## src/rtl/debug_instr_loader.sv

```systemverilog
`default_nettype none
// +--------------------------------------------------------------------------+
// | Module      : debug_instr_loader                                         |
// | Description : Packs UART bytes (LSB first) into instruction words, writes |
// |               them to instruction memory until the halt word, then       |
// |               captures the execution-mode command byte.                  |
// |               Optional macro LOADER_CHECKSUM_EN enables the byte XOR.    |
// | Revision    : 1.0 - initial release                                      |
// +--------------------------------------------------------------------------+
module debug_instr_loader #(
  parameter int                    DATA_WIDTH      = 32,
  parameter int                    DATA_WIDTH_UART = 8,
  parameter int                    ADDR_WIDTH      = 5,
  parameter logic [DATA_WIDTH-1:0] HALT_WORD       = 32'hFC000000
) (
  input  logic                       i_clock,
  input  logic                       i_reset,
  input  logic                       i_rx_done,
  input  logic [DATA_WIDTH_UART-1:0] i_rx_data,
  input  logic                       i_reload,
  output logic                       o_imem_we,
  output logic [ADDR_WIDTH-1:0]      o_imem_addr,
  output logic [DATA_WIDTH-1:0]      o_imem_data,
  output logic                       o_load_done,
  output logic                       o_cmd_valid,
  output logic [DATA_WIDTH_UART-1:0] o_cmd,
  output logic                       o_overflow,
  output logic [ADDR_WIDTH:0]        o_word_count,
  output logic [DATA_WIDTH_UART-1:0] o_checksum
);

  localparam int                  c_LOW_W     = DATA_WIDTH - DATA_WIDTH_UART;
  localparam logic [1:0]          c_LAST_BYTE = 2'(DATA_WIDTH / DATA_WIDTH_UART - 1);
  localparam logic [ADDR_WIDTH-1:0] c_PTR_MAX = '1;
  localparam logic [ADDR_WIDTH-1:0] c_PTR_ONE = ADDR_WIDTH'(1);
  localparam logic [ADDR_WIDTH:0]   c_CNT_ONE = (ADDR_WIDTH + 1)'(1);

  typedef enum logic [1:0] {
    S_LOAD  = 2'd0,
    S_CMD   = 2'd1,
    S_READY = 2'd2
  } state_t;

  state_t                      r_state;
  state_t                      w_state_nxt;
  logic [1:0]                  r_byte_cnt;
  logic [c_LOW_W-1:0]          r_low;
  logic [ADDR_WIDTH-1:0]       r_word_ptr;
  logic [ADDR_WIDTH:0]         r_word_count;
  logic                        r_we;
  logic [ADDR_WIDTH-1:0]       r_addr;
  logic [DATA_WIDTH-1:0]       r_data;
  logic                        r_load_done;
  logic                        r_cmd_valid;
  logic [DATA_WIDTH_UART-1:0]  r_cmd;
  logic                        r_overflow;

  logic                        w_accept;
  logic                        w_load_accept;
  logic                        w_last_byte;
  logic [DATA_WIDTH-1:0]       w_full_word;
  logic                        w_is_halt;
  logic                        w_ptr_end;

  // Reload outranks a coincident byte strobe, so the byte is simply dropped.
  assign w_accept      = i_rx_done && !i_reload;
  assign w_load_accept = w_accept && (r_state == S_LOAD);
  assign w_last_byte   = w_load_accept && (r_byte_cnt == c_LAST_BYTE);
  assign w_full_word   = {i_rx_data, r_low};
  assign w_is_halt     = (w_full_word == HALT_WORD);
  assign w_ptr_end     = (r_word_ptr == c_PTR_MAX);

  always_ff @(posedge i_clock) begin
    if (!i_reset) begin
      r_state <= S_LOAD;
    end else begin
      r_state <= w_state_nxt;
    end
  end

  always_comb begin
    w_state_nxt = r_state;
    if (i_reload) begin
      w_state_nxt = S_LOAD;
    end else begin
      case (r_state)
        S_LOAD:  if (w_last_byte && (w_is_halt || w_ptr_end)) w_state_nxt = S_CMD;
        S_CMD:   if (w_accept) w_state_nxt = S_READY;
        S_READY: w_state_nxt = S_READY;
        default: w_state_nxt = S_LOAD;
      endcase
    end
  end

  // Bytes shift in from the top, so after three bytes the lowest arrived byte
  // sits in bits [7:0] and the fourth byte completes the word combinationally.
  always_ff @(posedge i_clock) begin
    if (!i_reset) begin
      r_byte_cnt   <= '0;
      r_low        <= '0;
      r_word_ptr   <= '0;
      r_word_count <= '0;
      r_we         <= 1'b0;
      r_addr       <= '0;
      r_data       <= '0;
      r_load_done  <= 1'b0;
      r_cmd_valid  <= 1'b0;
      r_cmd        <= '0;
      r_overflow   <= 1'b0;
    end else begin
      r_we        <= 1'b0;
      r_cmd_valid <= 1'b0;
      if (i_reload) begin
        r_byte_cnt   <= '0;
        r_low        <= '0;
        r_word_ptr   <= '0;
        r_word_count <= '0;
        r_load_done  <= 1'b0;
        r_overflow   <= 1'b0;
      end else if (w_load_accept) begin
        r_byte_cnt <= r_byte_cnt + 2'd1;
        r_low      <= {i_rx_data, r_low[c_LOW_W-1:DATA_WIDTH_UART]};
        if (w_last_byte) begin
          r_we         <= 1'b1;
          r_addr       <= r_word_ptr;
          r_data       <= w_full_word;
          r_word_count <= r_word_count + c_CNT_ONE;
          // The pointer saturates on the last word instead of wrapping.
          if (!w_ptr_end) begin
            r_word_ptr <= r_word_ptr + c_PTR_ONE;
          end
          if (w_ptr_end && !w_is_halt) begin
            r_overflow <= 1'b1;
          end
        end
      end else if (w_accept && (r_state == S_CMD)) begin
        r_cmd       <= i_rx_data;
        r_cmd_valid <= 1'b1;
        r_load_done <= 1'b1;
      end
    end
  end

`ifdef LOADER_CHECKSUM_EN
  logic [DATA_WIDTH_UART-1:0] r_checksum;

  always_ff @(posedge i_clock) begin
    if (!i_reset) begin
      r_checksum <= '0;
    end else if (i_reload) begin
      r_checksum <= '0;
    end else if (w_load_accept) begin
      r_checksum <= r_checksum ^ i_rx_data;
    end
  end

  assign o_checksum = r_checksum;
`else
  assign o_checksum = '0;
`endif

  assign o_imem_we    = r_we;
  assign o_imem_addr  = r_addr;
  assign o_imem_data  = r_data;
  assign o_load_done  = r_load_done;
  assign o_cmd_valid  = r_cmd_valid;
  assign o_cmd        = r_cmd;
  assign o_overflow   = r_overflow;
  assign o_word_count = r_word_count;

endmodule
`default_nettype wire

```

## config.mk

```make
export PLATFORM = sky130hd
export DESIGN_NAME = debug_instr_loader
export DESIGN_NICKNAME = d
export VERILOG_FILES = /design/src/rtl/debug_instr_loader.sv
export SDC_FILE = /design/constraint.sdc
export NUM_CORES = 1
export LEC_CHECK = 0
export CORE_MARGIN = 2
export CORE_UTILIZATION = 45
export DETAILED_ROUTE_END_ITERATION = 6
export HOLD_SLACK_MARGIN = 0.08
export PLACE_DENSITY = 0.81
export SYNTH_ARGS = -nofsm -noshare
export SYNTH_HDL_FRONTEND = slang
export SYNTH_SLANG_ARGS = --single-unit
```

## constraint.sdc

```tcl
create_clock -name i_clock -period 2.8 [get_ports i_clock]
set_clock_uncertainty 0.1 [all_clocks]
set_input_delay 0.7 -clock i_clock [delete_from_list [all_inputs] [get_ports i_clock]]
set_output_delay 0.7 -clock i_clock [all_outputs]
set_load 0.01 [all_outputs]
```

==> impl_metrics.json, run 1 <==
{
  "run_status": "finished clean",
  "yosys_register_bits": 88,
  "die-area_um2": 8400,
  "finalMaxSlewViolations": 0,
  "pwr_density_cell_nw_per_um2": 506,
  "p_sw_mw": 0.495,
  "first_global_vias": 2850,
  "period_needed_ps": 2180,
  "post_cts.resized_instances": 0,
  "cell_internal_pwr_mw": 1.73,
  "finalHoldViolCount": 0,
  "max_freq_mhz": 458,
  "worst_setup_path_end_kind": "register",
  "pwr-share-comb_pct": 3.9,
  "die-width_um": 91.7,
  "h_tree_depth": 3,
  "power_leakage_nw": 1.52,
  "cts.root.buffer_cell": "clkbuf_8",
  "num_vias": 2919,
  "wirelength_um": 7590,
  "ioPinCount": 75,
  "initial_utilization_pct": 47.2,
  "final_common_cell": "nand2_1",
  "route.antenna.remaining_nets": 0,
  "detail_route.wl_per_cell_um": 13.1,
  "p_total_mw": 2.22,
  "power_frac_clock_pct": 39.5,
  "clk-insertion-delay-late_ps": 360,
  "synthesis.area_per_instance_um2": 8.39,
  "postCtsHoldBufs": 0,
  "placement_rows": 31,
  "cp-startpoint": "i_rx_data[4]",
  "fill_cells": 623,
  "track_usage_pct": 19.5,
  "seq_area_frac_synth_pct": 50.9,
  "max_cap_violations": 0,
  "drt_pre_antenna_iters": 4,
  "grt_ovf": 0,
  "reg2regPathDepth": 7,
  "route.detailed.vias_per_inst": 5.04,
  "cts-root-to-sink-buffers": 2,
  "fp.dieH_um": 91.7,
  "min_path_cells": 2,
  "total_area_of_multi_input_combinational_cells_um2": 1550,
  "cp_data_arrival_time_ps": 2360,
  "dp.final_hpwl_um": 5360,
  "synthToLayoutAreaGrowth_pct": 26.9,
  "final.hold.worst_slack_ps": 354,
  "min_period_over_period_pct": 77.9,
  "tns_ps": 0,
  "regToRegStartpoint": "r_word_ptr[0]",
  "detail_route.drc_violations": 0,
  "grt_first_pass_wirelength_um": 13300,
  "numCtsBuffers": 9,
  "final-setup-viol-count": 0,
  "min-delay-start": "o_imem_data[5]",
  "critPathKind": "in2reg",
  "post_route_cells_drive_above_1_share_pct": 6.25,
  "gp_congestion": 0.808,
  "min_path_type": "reg2reg",
  "final-seq-area_um2": 1760,
  "worstReg2RegEnd": "r_word_ptr[3]",
  "yosys_warnings": 0,
  "cts_tree": "done",
  "portBuffers": 66,
  "whs_endpoint": "o_imem_data[5]",
  "rrSetupSlack_ps": 880,
  "maximum_number_of_pins_on_one_net_before_global_route_repair": 40,
  "cts.clk_slew.worst_paths_ps": 80,
  "clock-sinks": 88,
  "swShare_pct": 22.3,
  "final_net_count": 493,
  "yosysUniqueCellTypes": 33,
  "worstPathRequired_ps": 2980,
  "synthCells": 412,
  "core_region_area_um2": 7330,
  "flop_pwr_share_pct": 56.6,
  "grt_setup_unrepaired": "no",
  "post_cts.repair.setup_buffers": 0,
  "setup.worst_path.start_class": "input port",
  "final_cell_mix": "153 x nand2_1, 88 x dfxtp_1, 66 x clkdlybuf4s50_1, 45 x a21boi_1, 29 x a21oi_1",
  "timing.critical_path.fanout_max": 4,
  "ir_drop_mv": 0.242,
  "grt_antenna_before_repair": 0,
  "syn_area_um2": 3460,
  "antenna-diode-count": 0,
  "initial_drc_count": 180
}
-- cell usage after synthesis, drive strengths merged --
cell type | count | area [um^2]
nand2b | 3 | 18.8
a211oi | 1 | 12.5
nor4 | 5 | 46.3
nor3b | 1 | 12.5
nand2 | 153 | 574
xor2 | 7 | 61.3
xnor2 | 2 | 17.5
o21ai | 4 | 20.0
nand3b | 1 | 7.51
nor2b | 2 | 12.5
nor4b | 2 | 17.5
and2 | 2 | 12.5
buf | 18 | 109
ha | 6 | 75.1
and3 | 3 | 18.8
nand4b | 2 | 17.5
o21a | 1 | 7.51
a21boi | 45 | 338
a21oi | 29 | 145
conb | 1 | 3.75
nor2 | 12 | 45.0
a21o | 1 | 7.51
mux2i | 1 | 10.0
clkbuf | 14 | 52.6
or4b | 1 | 13.8
dfxtp | 88 | 1760
nand4 | 4 | 25.0
inv | 2 | 7.51
a22oi | 1 | 7.51
-- state kept, by name, indices dropped and copies added, names as in the netlist --
signal,count
o_imem_data,32
r_low,24
o_cmd,8
o_word_count,6
o_imem_addr,5
r_word_ptr,5
r_byte_cnt,2
r_state,2
o_cmd_valid,1
o_imem_we,1
o_load_done,1
o_overflow,1
-- cell type report --
type | count | area share (%)
sequential | 88 | 40.1
timing repair buffer | 77 | 16.9
clock inverter | 5 | 1.28
inverter | 2 | 0.171
clock buffer | 11 | 3.22
tap | 99 | 2.82
multi-input combinational | 297 | 35.4
-- logic make-up after synthesis --
kind of cell	share of synthesized area [%]
adders and majority gates	2.17
xor gates and xnor gates	2.28
buffers and inverters	4.88
other	0.108
and+or+nand+nor	23.8
muxes	0.289
DFF	50.9
AOI/OAI and AO/OA	15.6
-- through the flow --
stage | cells | area, um^2 | worst slack [ps] | utilization [%]
2_1_floorplan | 419 | 3480 | 871 | -
6_report | 579 | 4390 | 619 | 59.9
4_1_cts | 579 | 4390 | 609 | 59.9
5_1_grt | 579 | 4390 | 496 | 59.9
3_5_place_dp | 563 | 4190 | 247 | 57.2
3_3_place_gp | 563 | 4190 | 273 | 57.2
-- layer usage --
layer | global-route usage [%] | up-vias | wire [um]
met4 | 9.22 | 0 | 155
met3 | 3.04 | 14 | 347
met2 | 32.3 | 76 | 3650
met1 | 24.8 | 1372 | 3440
met5 | 0 | - | 0
li1 | - | 1457 | -
-- power by group through the flow --
stage | Sequential (mW) | Combinational [mW] | Clock [mW]
after floorplan | 1.29 | 0.0605 | 0
after global placement | 1.29 | 0.0853 | 0
after CTS | 1.26 | 0.0863 | 0.886
final | 1.26 | 0.0863 | 0.878
after global routing | 1.26 | 0.0954 | 0.941
after detailed placement | 1.29 | 0.0860 | 0
-- critical path: stages --
cell and delay [ps]:
clkdlybuf4s50_1 530, or4b_4 490, nor4_4 320, o21ai_1 120, a211oi_2 210
-- worst max-delay path by stage --
stage | to | slack (ps)
after detailed placement | r_state[0] | 250
after floorplan | r_state[0] | 870
after global routing | r_state[0] | 500
final | r_state[0] | 620
after global placement | r_state[0] | 270
after CTS | r_state[0] | 610
(Power assumes the default switching activity.)
==> run 2, diff against run 1 <==
--- a/config.mk
+++ b/config.mk
@@ -9,7 +9,7 @@
 export CORE_UTILIZATION = 45
 export DETAILED_ROUTE_END_ITERATION = 6
 export HOLD_SLACK_MARGIN = 0.08
-export PLACE_DENSITY = 0.81
+export PLACE_DENSITY = 0.84
 export SYNTH_ARGS = -nofsm -noshare
 export SYNTH_HDL_FRONTEND = slang
 export SYNTH_SLANG_ARGS = --single-unit
==> constraint.sdc (replaced) <==
create_clock -name i_clock -period 1.8 [get_ports i_clock]
set_clock_uncertainty 0.1 [all_clocks]
set_input_delay 0.45 -clock i_clock [delete_from_list [all_inputs] [get_ports i_clock]]
set_output_delay 0.45 -clock i_clock [all_outputs]
set_load 0.01 [all_outputs]
==> run 2 against run 1 <==
Effect of this change:
- worst setup slack lost 590 ps
- sequential share of layout area is 2.5 points lower
- sequential power up 56%
- global-route usage decreased by 0.15 points
- die area unchanged
- design area increased by 6.8%
- utilization rose by 4.1 points
- sequential cell count stayed put
- highest routed layer unchanged
- combinational power grew 100%
- critical endpoint is now o_imem_data[30]
==> impl_metrics.json, run 2 (synthesized netlist as in run 1, its figures left out) <==
{
  "drt_pre_antenna_iters": 6,
  "ioPinCount": 75,
  "detailroute.wirelength.met3_um": 447,
  "grt_setup_unrepaired": "yes",
  "pwr_density_cell_nw_per_um2": 722,
  "run_status": "finished clean",
  "fin_util_pct": 63.9,
  "cts.root.buffer_cell": "clkbuf_8",
  "worstPathRequired_ps": 1250,
  "route.detailed.vias_per_inst": 5.12,
  "min_period_over_period_pct": 98.2,
  "timing.critical_path.buf_inv": 1,
  "ir_drop_mv": 0.433,
  "cp_slowest_stage_delay_ps": 540,
  "tns_ps": 0,
  "max_cap_violations": 0,
  "grt_ovf": 0,
  "worst_setup_path_end_kind": "primary output",
  "finalHoldViolCount": 0,
  "min_path_type": "reg2reg",
  "route.layer.met1.wl_um": 3600,
  "cts.clk_slew.worst_paths_ps": 80,
  "timing.critical_path.cells": "clkdlybuf4s50_1",
  "met2WireLength_um": 4080,
  "core_region_area_um2": 7330,
  "p_total_mw": 3.39,
  "numCtsBuffers": 9,
  "finalMaxSlewViolations": 0,
  "final_cell_mix": "153 x nand2_1, 85 x dfxtp_1, 45 x a21boi_1, 33 x dlymetal6s2s_1, 29 x a21oi_1",
  "setup.worst_path.start_class": "register",
  "final_common_cell": "nand2_1",
  "grt_antenna_before_repair": 0,
  "critPathKind": "reg2out",
  "fp.dieH_um": 91.7,
  "clk-insertion-delay-late_ps": 340,
  "cts-root-to-sink-buffers": 2,
  "post_route_cells_drive_above_1_share_pct": 11.4,
  "max_freq_mhz": 566,
  "power_leakage_nw": 2.31,
  "dp.final_hpwl_um": 5620,
  "gp_congestion": 0.815,
  "h_tree_depth": 3,
  "critPathTopFamily": "buffers and inverters",
  "die-area_um2": 8400,
  "placedInstanceArea_um2": 4390,
  "clock-sinks": 88,
  "synthToLayoutAreaGrowth_pct": 35.5,
  "cp_data_arrival_time_ps": 1220,
  "portBuffers": 66,
  "period_needed_ps": 1770,
  "initial_drc_count": 178,
  "first_global_vias": 2891,
  "detail_route.drc_violations": 0,
  "final-setup-viol-count": 0,
  "die-width_um": 91.7,
  "final.hold.worst_slack_ps": 356,
  "highest_layer": "met4",
  "track_usage_pct": 19.3,
  "largest_register_ff_count": 32,
  "route.antenna.remaining_nets": 0,
  "placement_rows": 31,
  "timing.critical_path.fanout_max": 2,
  "wirelength_um": 8200,
  "stdcell_area_um2": 4690,
  "initial_utilization_pct": 47.2,
  "grt_first_pass_wirelength_um": 13300,
  "detail_route.wl_per_cell_um": 13.7,
  "final_net_count": 513,
  "postCtsHoldBufs": 0,
  "maximum_number_of_pins_on_one_net_before_global_route_repair": 40,
  "cpMaxStageDelayCell": "clkdlybuf4s50_1",
  "num_vias": 3057,
  "cts_tree": "done",
  "antenna-diode-count": 0
}
## run 2: cell count changes in the layout (fill, tap and decap cells not counted), moves of 3 or more
cell / previous run / this run
dlygate4sd2_1: 0 / 14
dlymetal6s2s_1: 0 / 33
dfxtp_2: 0 / 3
dfxtp_1: 88 / 85
buf_12: 0 / 4
clkdlybuf4s50_1: 66 / 19
buf_4: 11 / 25
## run 2: metrics by stage
stage / setup WS, ps / std cells
after floorplan: 93.4 / 419
after global placement: -482 / 583
after detailed placement: -548 / 583
after CTS: 1.43 / 597
after global routing: -2.33 / 597
final: 31.9 / 597
## run 2: power by group
part	switching, mW	internal (mW)	leakage (nW)
combinational	0.0901	0.0830	1.51
clock	0.633	0.622	0.0880
sequential	0.00654	1.95	0.710
total	0.730	2.66	2.31
## run 2: per-layer routing
| layer | up-vias | track usage [%] |
|---|---|---|
| li1 | 1501 | - |
| met1 | 1448 | 24.9 |
| met2 | 96 | 33.1 |
| met3 | 12 | 3.45 |
| met4 | 0 | 5.56 |
| met5 | - | 0 |
## run 2: area by class of cell
cell class              count  area [um^2]
inverters                   2         7.51
clock buffers              10          128
fillers                   585         2640
clock inverters             4         47.5
multi-input cells         297         1600
flip-flops and latches     88         1770
well taps                  99          124
repair buffers             97         1020
## run 2: repair_timing
action | in CTS | in global routing
gates cloned | 0 | 0
endpoints found under the setup margin | 13 | 65
pin swaps | 7 | 3
buffers inserted | 0 | 0
gates resized for setup | 21 | 40
## run 2: worst paths after layout
| kind | slack (ps) | end | cells after the start | from |
|---|---|---|---|---|
| setup / recovery | 30 | o_imem_data[30] | 1 | o_imem_data[30] |
| hold / removal | 360 | o_imem_addr[2] | 2 | o_imem_addr[2] |
| setup reg to reg | 70 | r_state[0] | 4 | r_low[8] |
| hold reg to reg | 360 | o_imem_addr[2] | 2 | o_imem_addr[2] |
